==> config.mk <==
export PLATFORM = sky130hd
export DESIGN_NAME = ixc_skid_buf
export DESIGN_NICKNAME = d
export VERILOG_FILES = /design/src/rtl/ixc_pkg.sv /design/src/rtl/ixc_skid_slot.sv /design/src/rtl/ixc_skid_buf.sv
export SDC_FILE = /design/constraint.sdc
export NUM_CORES = 1
export LEC_CHECK = 0
export ABC_AREA = 1
export CORE_AREA = 2 2 39 41
export DETAILED_ROUTE_END_ITERATION = 8
export DIE_AREA = 0 0 41 43
export PLACE_DENSITY = 0.66
export SLEW_MARGIN = 20
export SYNTH_ARGS = -nofsm -noshare
export SYNTH_HDL_FRONTEND = slang
export SYNTH_SLANG_ARGS = --single-unit
export TNS_END_PERCENT = 1
==> constraint.sdc <==
create_clock -name clk -period 1.4 [get_ports clk]
set_input_delay 0.28 -clock clk [delete_from_list [all_inputs] [get_ports clk]]
set_output_delay 0.28 -clock clk [all_outputs]
set_load 0.02 [all_outputs]
==> src/rtl/ixc_pkg.sv <==
`default_nettype none
// ============================================================================
// Module      : ixc_pkg
// Description : Shared types for the ixc skid buffer (state enum, occupancy).
// Revision    : 1.0 - initial release
// ============================================================================
package ixc_pkg;

    typedef enum logic [1:0] {
        ST_EMPTY = 2'd0,
        ST_ONE   = 2'd1,
        ST_FULL  = 2'd2
    } skid_state_t;

    typedef logic [1:0] occ_t;

    // The state encoding doubles as the occupancy count.
    function automatic occ_t occ_of_state(input skid_state_t st);
        return occ_t'(st);
    endfunction

endpackage : ixc_pkg
`default_nettype wire

==> src/rtl/ixc_skid_slot.sv <==
`default_nettype none
// ============================================================================
// Module      : ixc_skid_slot
// Description : W-bit data register with load enable and synchronous clear.
// Revision    : 1.0 - initial release
// ============================================================================
module ixc_skid_slot #(
    parameter int W = 3
) (
    input  logic         clk,
    input  logic         rst,
    input  logic         load,
    input  logic [W-1:0] d,
    output logic [W-1:0] q
);

    logic [W-1:0] r_q;

    always_ff @(posedge clk) begin
        if (rst) begin
            r_q <= '0;
        end else if (load) begin
            r_q <= d;
        end
    end

    assign q = r_q;

endmodule : ixc_skid_slot
`default_nettype wire

==> src/rtl/ixc_skid_buf.sv <==
`default_nettype none
// ============================================================================
// Module      : ixc_skid_buf
// Description : Two-entry skid buffer (head/tail) with freeze gating and flush.
// Revision    : 1.0 - initial release
// ============================================================================
module ixc_skid_buf
    import ixc_pkg::*;
#(
    parameter int W = 3
) (
    input  logic         clk,
    input  logic         rst,
    input  logic         in_valid,
    output logic         in_ready,
    input  logic [W-1:0] in_data,
    output logic         out_valid,
    input  logic         out_ready,
    output logic [W-1:0] out_data,
    input  logic         freeze,
    input  logic         flush,
    output occ_t         count
);

    skid_state_t r_state;
    logic        w_push;
    logic        w_pop;
    logic        w_head_load;
    logic        w_tail_load;
    logic [W-1:0] w_head_d;
    logic [W-1:0] w_head_q;
    logic [W-1:0] w_tail_q;

    // Handshake flags depend only on state and freeze, never on the partner's signal.
    assign in_ready  = !freeze && (r_state != ST_FULL);
    assign out_valid = !freeze && (r_state != ST_EMPTY);
    assign w_push    = in_valid && in_ready;
    assign w_pop     = out_valid && out_ready;

    always_comb begin
        w_head_load = 1'b0;
        w_tail_load = 1'b0;
        w_head_d    = in_data;
        if (!flush) begin
            case (r_state)
                ST_EMPTY: w_head_load = w_push;
                ST_ONE: begin
                    w_head_load = w_push && w_pop;
                    w_tail_load = w_push && !w_pop;
                end
                ST_FULL: begin
                    w_head_load = w_pop;
                    w_head_d    = w_tail_q;
                end
                default: ;
            endcase
        end
    end

    always_ff @(posedge clk) begin
        if (rst || flush) begin
            r_state <= ST_EMPTY;
        end else begin
            case (r_state)
                ST_EMPTY: if (w_push) r_state <= ST_ONE;
                ST_ONE: begin
                    if (w_push && !w_pop)      r_state <= ST_FULL;
                    else if (!w_push && w_pop) r_state <= ST_EMPTY;
                end
                ST_FULL:  if (w_pop) r_state <= ST_ONE;
                default:  r_state <= ST_EMPTY;
            endcase
        end
    end

    ixc_skid_slot #(.W(W)) u_head (
        .clk  (clk),
        .rst  (rst),
        .load (w_head_load),
        .d    (w_head_d),
        .q    (w_head_q)
    );

    ixc_skid_slot #(.W(W)) u_tail (
        .clk  (clk),
        .rst  (rst),
        .load (w_tail_load),
        .d    (in_data),
        .q    (w_tail_q)
    );

    assign out_data = w_head_q;
    assign count    = occ_of_state(r_state);

endmodule : ixc_skid_buf
`default_nettype wire

Word-level counts from Yosys, hierarchy flattened:

Index checks and enable logic that the tools add are counted.
W data, S select, Z words.

* bits in registers: 8
* input bits: 9
* output and inout port bits: 7
* word-level logic and storage cells: 34

* equal/unequal tests: 6
* muxes and demuxes: 11
* reductions and logical operators: 14

Operators with widths (number)
* $mux W2: 4
* $logic_and A1 B1 Y1: 7
* $mux W3: 2
* $ne A2 B2 Y1 const B: 3
* $pmux W2 S3: 1
* $logic_not A1 Y1: 3
* $mux W1: 3
* $ne A3 B3 Y1 const B: 1
* $pmux W1 S3: 1
* $reduce_and A3 Y1: 1
* $eq A2 B1 Y1 const B: 1
* $eq A2 B2 Y1 const B: 1
* $logic_not A2 Y1: 1
* $reduce_bool A2 Y1: 1
* $logic_or A1 B1 Y1: 1

Logic depth before layout (Yosys ltp):

Gate-level depths: netlist of the first run.

* word-level depth: 8
* mapped depth: 10
* depth with buffers taken out: 10

By module:

From an unflattened synthesis of the first run, not the netlist that was laid out.

* cell total of the unflattened synthesis: 84
* area, all modules: 504.2 um2

Modules (own cells, without submodules)
* ixc_skid_buf: instances 1, cells an instance 46, area each 264.0 um2, seq. area each 40.0 um2
* ixc_skid_slot: instances 2, cells an instance 19, area each 120.1 um2, seq. area each 60.1 um2

Worst setup path after synthesis of the first run:

OpenSTA, ideal clock, no wires.

* kind: register -> register
* start: reg r_state[0] (netlist: count[0])
* end: reg u_tail.r_q[0] (netlist: u_tail.q[0])
* library setup time: 116 ps
* arrival time: 1454 ps
* required time: 1284 ps
* path slack: -170 ps
* cell stages (with the launch flop): 9
* buffers on the path: 0
* clock period less this slack: 1570 ps
* cells stage by stage: dfxtp_1 nor2_1 nor3_1 ha_1 nand3_1 nor2_1 inv_1 nor2_1 nor2_1

* cells in the longest elaborated chain, start to end: 7
* elaborated cells between the ends (all ways): 11
* those cells by class: 2 x eq/ne; 2 x mux; 7 x reduce/logical

Ends and longest elaborated chain
* start: declaration: RTL line ixc_skid_buf.sv:25 `skid_state_t r_state;`
* start signal: assignment: RTL line ixc_skid_buf.sv:62 `r_state <= ST_EMPTY;`
* start signal: assignment: RTL line ixc_skid_buf.sv:65 `ST_EMPTY: if (w_push) r_state <= ST_ONE;`
* start signal: assignment: RTL line ixc_skid_buf.sv:67 `if (w_push && !w_pop) r_state <= ST_FULL;`
* $reduce_bool A2 Y1: RTL line ixc_skid_buf.sv:36 `assign out_valid = !freeze && (r_state != ST_EMPTY);`
* $logic_and A1 B1 Y1: RTL line ixc_skid_buf.sv:36
* $logic_and A1 B1 Y1: RTL line ixc_skid_buf.sv:38 `assign w_pop = out_valid && out_ready;`
* $logic_not A1 Y1: RTL line ixc_skid_buf.sv:49 `w_tail_load = w_push && !w_pop;`
* $logic_and A1 B1 Y1: RTL line ixc_skid_buf.sv:49
* $mux W1 *: RTL line ixc_skid_buf.sv:45 `case (r_state)`
* $mux W1 *: RTL line ixc_skid_buf.sv:44 `if (!flush) begin`
* end signal: assignment: RTL line ixc_skid_slot.sv:21 `r_q <= '0;`
* end signal: assignment: RTL line ixc_skid_slot.sv:23 `r_q <= d;`
* end: declaration: RTL line ixc_skid_slot.sv:17 `logic [W-1:0] r_q;`

Every way passes the cells marked *; elsewhere a longest branch is shown, timed or not.
A chain may end at the register's enable or synchronous reset.

Worst setup path in the final report of the first run:

* start: reg r_state[1] (netlist: count[1])
* end: reg u_head.r_q[0] (netlist: u_head.q[0])

* cells in the longest elaborated chain, start to end: 6
* elaborated cells between the ends (all ways): 14
* those cells by class: 3 x eq/ne; 4 x mux; 7 x reduce/logical

Ends and longest elaborated chain
* $ne A2 B2 Y1 or $reduce_bool A2 Y1 (tied branches): RTL line ixc_skid_buf.sv:35, ixc_skid_buf.sv:36
* $logic_and A1 B1 Y1 (on tied branches): RTL line ixc_skid_buf.sv:35, ixc_skid_buf.sv:36
* $logic_and A1 B1 Y1 (on tied branches): RTL line ixc_skid_buf.sv:37, ixc_skid_buf.sv:38
* $logic_and A1 B1 Y1: RTL line ixc_skid_buf.sv:48 `w_head_load = w_push && w_pop;`
* $pmux W1 S3: RTL line ixc_skid_buf.sv:45
* $mux W1: RTL line ixc_skid_buf.sv:44
* end signal: assignment: RTL line ixc_skid_slot.sv:21
* end signal: assignment: RTL line ixc_skid_slot.sv:23
* end: declaration: RTL line ixc_skid_slot.sv:17

Several ways; a longest one is shown, not always the timed one.

==> results of run 1 <==
==> layer usage <==
| layer | part of all wire | GRT usage |
|---|---|---|
| met1 | 0.39 | 0.2000 |
| met2 | 0.52 | 0.2750 |
| met3 | 0.068 | 0.03141 |
| met4 | 0.019 | 0.1000 |
| met5 | 0 | 0 |
==> sequential cells by signal, indices dropped and copies added, names as in the netlist <==
register and flops:
u_head.q 3, u_tail.q 3, count 2
==> area by class of cell <==
class                   instances  area (um2)  area share
multi-input cells              53       381.6      0.4370
repair buffers                 29       240.2      0.2751
flip-flops and latches          8       165.2      0.1891
inverters                      11       43.79     0.05014
clock buffers                   3       22.52     0.02579
well taps                      16       20.02     0.02292
==> logic make-up after synthesis <==
group / count (synthesis) / synth area share
AOI/OAI and AO/OA: 10 / 0.1172
adders and majority gates: 2 / 0.05208
buffers and inverters: 12 / 0.09635
DFF: 8 / 0.3333
and+or+nand+nor: 41 / 0.4010
==> cells in the mapped netlist <==
cell type  number
inv_1           9
dfxtp_1         8
nor3_1          1
buf_2           1
inv_2           2
o21ai_0         3
o211ai_1        1
ha_1            2
nor2_1         12
a21oi_2         1
nand3_2         2
a21oi_1         5
nand2_1        12
nand4_1         6
nand3_1         8
==> worst max-delay path, delay by kind of cell, from the launching register on <==
family        cells  cell delay, ns
simple gates      7            0.58
flops             1            0.33
fa+ha+maj         1            0.14
buf+inv           2            0.26
==> repair_timing <==
item,in CTS,in global routing
hold buffers,0,0
pin swaps,3,7
setup buffers,0,2
gates resized for setup,15,22
endpoints found under the hold margin,0,0
endpoints found under the setup margin,15,11
==> through the flow <==
step | TNS [ns] | setup slack (ns) | cell area, um2 | power (mW) | hold WS (ns)
CTS | -0.4306 | -0.1052 | 779.5 | 0.5460 | 0.4823
global placement | -3.749 | -0.4121 | 745.7 | 0.3652 | 0.4661
floorplan | 0 | 0.005224 | 490.5 | 0.2987 | 0.4149
detailed placement | -3.961 | -0.4368 | 745.7 | 0.3667 | 0.4730
finish | -0.003136 | -0.003136 | 873.3 | 0.5551 | 0.4761
global route | -0.6056 | -0.1023 | 873.3 | 0.5871 | 0.5039
==> worst paths after layout <==
kind / start / end / slack, ns / cells past startpoint
worst min register to register: u_head.q[1]$_SDFFE_PP0P_ / u_head.q[1]$_SDFFE_PP0P_ / 0.48 / 2
worst min-delay path: u_head.q[1]$_SDFFE_PP0P_ / u_head.q[1]$_SDFFE_PP0P_ / 0.48 / 2
worst max register to register: count[1]$_SDFFE_PP0P_ / u_head.q[0]$_SDFFE_PP0P_ / -0.003 / 10
worst max-delay path: count[1]$_SDFFE_PP0P_ / u_head.q[0]$_SDFFE_PP0P_ / -0.003 / 10
==> power by group through the flow <==
stage	sequential (mW)	combinational, mW	clock, mW
floorplan	0.252	0.0470	0
global placement	0.244	0.121	0
detailed placement	0.245	0.122	0
CTS	0.239	0.121	0.186
global route	0.241	0.146	0.200
finish	0.240	0.134	0.180
==> impl_results.md, run 1 <==
- Status: finished with violations
- Failing checks: negative setup slack
- Clock transition at path regs: 0.06 ns
- Most Frequent Cell on Critical Path: nand3_4
- Post-synthesis register bit count: 8
- Post-synthesis cell count: 73
- Net Sw Frac: 0.2842
- Sequential power share: 0.433
- Worst ir drop on vdd: 540.5 uV
- Core area: 1384 um2
- Slowest-stage cell, CP: dfxtp_2
- Post-synth design cell area: 480.5 um2
- Pwr per Cell Area: 635.6 nW/um2
- Largest area contributor in the netlist: dfxtp_1
- Final core occ: 0.6311
- GRT Util Overall: 0.1719
- DR vias: 599
- Cells after DPL: 115
- Die width: 41 um
- Die Area: 1763 um2
- Initial antenna violation count: 0
- Max Cap Viol: 0
- Chip Height: between 40 and 50 um
- Final Max Slew Viols: 0
- Largest net degree at the start of global routing: 9
- Net switching power: ~160 uW
- I/O pin count: 16
- Setup crit start kind: flop
- Vias in the first global route: 520
- Worst-path maximum fanout: 6
- Starting DRT DRC Count: 14
- Endpoint class of the critical path: flop
- Final worst slack: -0.003136 ns
- Fmax: 0.7127 GHz
- First-pass GRT wire length: 2.083 mm
- Clock sinks: 8
- Least-Margin Pin Slew: about 0.24 ns
- PortBufs: 15
- Worst hold path class: reg -> reg
- # rows: 14
- Layout cells sized above 1: 0.4038
- Nets: 117
- WS Path Type: reg -> reg
- Final ANT Viol Nets: 0
- DR vias/cell: about 5.0
- Drt wl/cell: between 10 and 15 um
- Worst slew margin: 0.8432
- RSZ-0062 raised after global routing: true
- DP HPWL: a little under 1 mm
- DRT Pass-1 Iters: 4
- Endpoints failing hold: 0
- Layout fillers: 137
- CP required: 1.56 ns
- Initial Util: 0.3472
- Final period util: 1.002
- Max Buffers Root-to-Sink: 2
- Syn avg cell area: 6.582 um2
- GR Overflow Total: 0
- Clk_lat worst skew: 0.26 ns
- Top cell type's share of synthesized area: 0.3333
- Num CTS Buffers: 3
- Most common cell after layout, fill and taps aside: buf_4
- Final Wtd Congestion: 0.7297
- Most frequent cells in the layout: 14 x buf_4, 12 x nand2_1, 10 x nor2_1
- Worst path cell trace: inv_4, nor2_4, nor3_4, buf_4, ha_4, nand3_4, nand3_4, nand3_2, nand2_1, nor2_1
- Synthesis-to-layout area growth: 81.77%
- Clock network fraction of total power: 0.325
- H-tree depth: 1
- Clock root buffer master: clkbuf_4
- Sequential share of the synthesized area: 0.3333
- Combinational group share of total power: 0.242
- Routed WL: roughly 1.4 mm
- Worst path arrival time: 1.56 ns
- Final setup viols: 1
- Remaining DRCs: 0
- Final antenna diode count: 0
- Layout Cells excl Fill: between 100 and 150
- Synthesized Nets: 84
- Post-layout min period: 1.403 ns
- Synth Warn #: 0
- Top cells by area, synth: dfxtp_1 33%, nand2_1 9.4%, nor2_1 9.4%, nand3_1 8.3%, nand4_1 7.8%
- Synth cell types: 15
- Clock Skew: between 0.01 and 0.015 ns
- Leakage power: 0.4123 nW
- P_int: between 300 and 400 uW
- Crit-path max cell delay: between 0.3 and 0.4 ns
- CTS tree: yes
(Power assumes the default switching activity.)
==> run 2: changes to the inputs <==
GPL_TIMING_DRIVEN = 1   (was unset)
clock period = 1.28 ns   (was 1.4 ns; I/O delays follow)
==> run 2 against run 1 <==
  * The flow still finishes with violations (negative setup slack)
  * Combinational power up 4%
  * Wire length is 15% lower
  * Non-clock buffer count down 2
  * Fmax is 5.6% higher
  * Count of clock-buffer cells in the layout is 1 higher
  * Clock skew shrank 0.011 ns
  * Highest routed layer unchanged
  * Critical endpoint is now u_tail.q[0]$_SDFFE_PP0P_
==> impl_results.md, run 2 (synthesis gave the netlist of run 1 again) <==
- Die Area: 1763 um2 (unchanged)
- Worst-path maximum fanout: 6 (unchanged)
- # rows: 14 (unchanged)
- Final core occ: 0.5967 (was 0.6311)
- Remaining DRCs: 0 (unchanged)
- Worst path arrival time: 1.47 ns (was 1.56 ns)
- WS Path Type: reg -> reg (unchanged)
- Routed WL: 1.189 mm (was 1.400 mm)
- Starting DRT DRC Count: 7 (was 14)
- Finished layout cell area: 825.8 um2 (was 873.3 um2)
- Vias in the first global route: 514 (was 520)
- DR vias/cell: 4.857 (was 4.992)
- Die width: 41 um (unchanged)
- Endpoints failing hold: 0 (unchanged)
- Layout fillers: 138 (was 137)
- Final antenna diode count: 0 (unchanged)
- Initial Util: 0.3472 (unchanged)
- Endpoint class of the critical path: flop (unchanged)
- Clock transition at path regs: 0.06 ns (about the same)
- Post-layout power: 609.5 uW (was 555.1 uW)
- Failing checks: negative setup slack (unchanged)
- Final period util: 1.038 (was 1.002)
- Cells after DPL: 115 (unchanged)
- GR Overflow Total: 0 (unchanged)
- Status: finished with violations (unchanged)
- Most common cell after layout, fill and taps aside: buf_4 (unchanged)
- H-tree depth: 1 (unchanged)
- Clk_lat worst skew: 0.26 ns (about the same)
- Final Max Slew Viols: 0 (unchanged)
- Placed instance area: 753.2 um2 (was 745.7 um2)
- Core area: 1384 um2 (unchanged)
- Final worst slack: -0.04882 ns (was -0.003136 ns)
- CTS tree: yes (unchanged)
- Post-layout min period: 1.329 ns (was 1.403 ns)
- Max Buffers Root-to-Sink: 2 (unchanged)
- Clock root buffer master: clkbuf_4 (unchanged)
- PortBufs: 15 (unchanged)
- Synthesis-to-layout area growth: 71.87% (was 81.77%)
- Worst slew margin: 0.8487 (was 0.8432)
- Reg2Reg Depth: 9 (was 10)
- CP required: 1.42 ns (was 1.56 ns)
- DR vias: 578 (was 599)
- Clock sinks: 8 (unchanged)
- Largest net degree at the start of global routing: 9 (unchanged)
- Initial antenna violation count: 0 (unchanged)
- Drt wl/cell: 9.992 um (was 11.67 um)
- Fmax: 0.7525 GHz (was 0.7127 GHz)
- Max Cap Viol: 0 (unchanged)
- Hold depth: 2 (unchanged)
- Pwr per Cell Area: 738.1 nW/um2 (was 635.6 nW/um2)
- First-pass GRT wire length: 1.952 mm (was 2.083 mm)
- DP HPWL: 927.6 um (was 981.7 um)
- GRT Util Overall: 0.1663 (was 0.1719)
- Final ANT Viol Nets: 0 (unchanged)
- Final setup viols: 8 (was 1)
- Layout Cells excl Fill: 119 (was 120)
- Layout cells sized above 1: 0.4078 (was 0.4038)
- Worst hold path class: reg -> reg (unchanged)
- Leakage power: 0.3935 nW (was 0.4123 nW)
- I/O pin count: 16 (unchanged)
- Most frequent cells in the layout: 12 x buf_4, 11 x nand2_1, 10 x nor2_1 (was 14 x buf_4, 12 x nand2_1, 10 x nor2_1)
- DRT Pass-1 Iters: 4 (unchanged)
- Setup crit start kind: flop (unchanged)
- Nets: 115 (was 117)
- Final Wtd Congestion: 0.7245 (was 0.7297)
- Least-Margin Pin Slew: 0.2269 ns (was 0.2351 ns)
- Num CTS Buffers: 3 (unchanged)
- Worst ir drop on vdd: 546.4 uV (was 540.5 uV)
- Chip Height: 43 um (unchanged)
- Clock Skew: 0.002717 ns (was 0.01383 ns)
- RSZ-0062 raised after global routing: true (unchanged)
[run 2: final timing paths]
kind	from	endpoint	slack, ns
max	count[1]$_SDFFE_PP0P_	u_tail.q[0]$_SDFFE_PP0P_	-0.05
min	u_head.q[2]$_SDFFE_PP0P_	u_head.q[2]$_SDFFE_PP0P_	0.49
max reg2reg	count[1]$_SDFFE_PP0P_	u_tail.q[0]$_SDFFE_PP0P_	-0.05
min reg2reg	u_head.q[2]$_SDFFE_PP0P_	u_head.q[2]$_SDFFE_PP0P_	0.49
[run 2: metrics by stage]
| stage | hold slack (ns) | setup WS, ns | TNS (ns) |
|---|---|---|---|
| floorplan | 0.3909 | -0.04977 | -0.3264 |
| global placement | 0.4637 | -0.5027 | -4.675 |
| detailed placement | 0.4704 | -0.5240 | -4.784 |
| CTS | 0.4807 | -0.1528 | -0.9945 |
| global route | 0.5267 | -0.1305 | -0.9798 |
| finish | 0.4865 | -0.04882 | -0.2870 |
[run 2: area by class of cell]
| cell class | count | area, um2 | share of cell area |
|---|---|---|---|
| Multi-Input combinational cell | 53 | 351.6 | 0.4258 |
| Timing Repair Buffer | 27 | 214.0 | 0.2591 |
| Sequential cell | 8 | 167.7 | 0.2030 |
| Inverter | 11 | 46.29 | 0.05606 |
| Clock buffer | 4 | 26.28 | 0.03182 |
| Tap cell | 16 | 20.02 | 0.02424 |
[run 2: timing repair]
item                       4_1_cts  5_1_grt
setup buffers                    0        0
gates resized for setup         22       18
setup endpoints to repair       15       11
hold buffers                     0        0
pin swaps                        5        5
[run 2: where the power goes]
part / switching [mW] / internal (mW)
Sequential: 0.00590 / 0.254
Combinational: 0.0705 / 0.0693
Clock: 0.0907 / 0.120
Total: 0.167 / 0.442
[run 2: per-layer routing]
metal | wire length, um | GRT usage | vias to the layer above
li1 | - | - | 305
met1 | 496 | 0.1922 | 253
met2 | 576 | 0.2531 | 16
met3 | 85 | 0.02094 | 4
met4 | 30 | 0.1400 | 0
met5 | 0 | 0 | -
[run 2: critical path, stage by stage (launching register included)]
cell and delay (ns):
dfxtp_4 0.35, inv_6 0.08, nor2_4 0.05, nor3_4 0.13
ha_2 0.20, nand3_2 0.09, nor2_4 0.12, inv_2 0.05
nor2_1 0.08, nor2_1 0.06
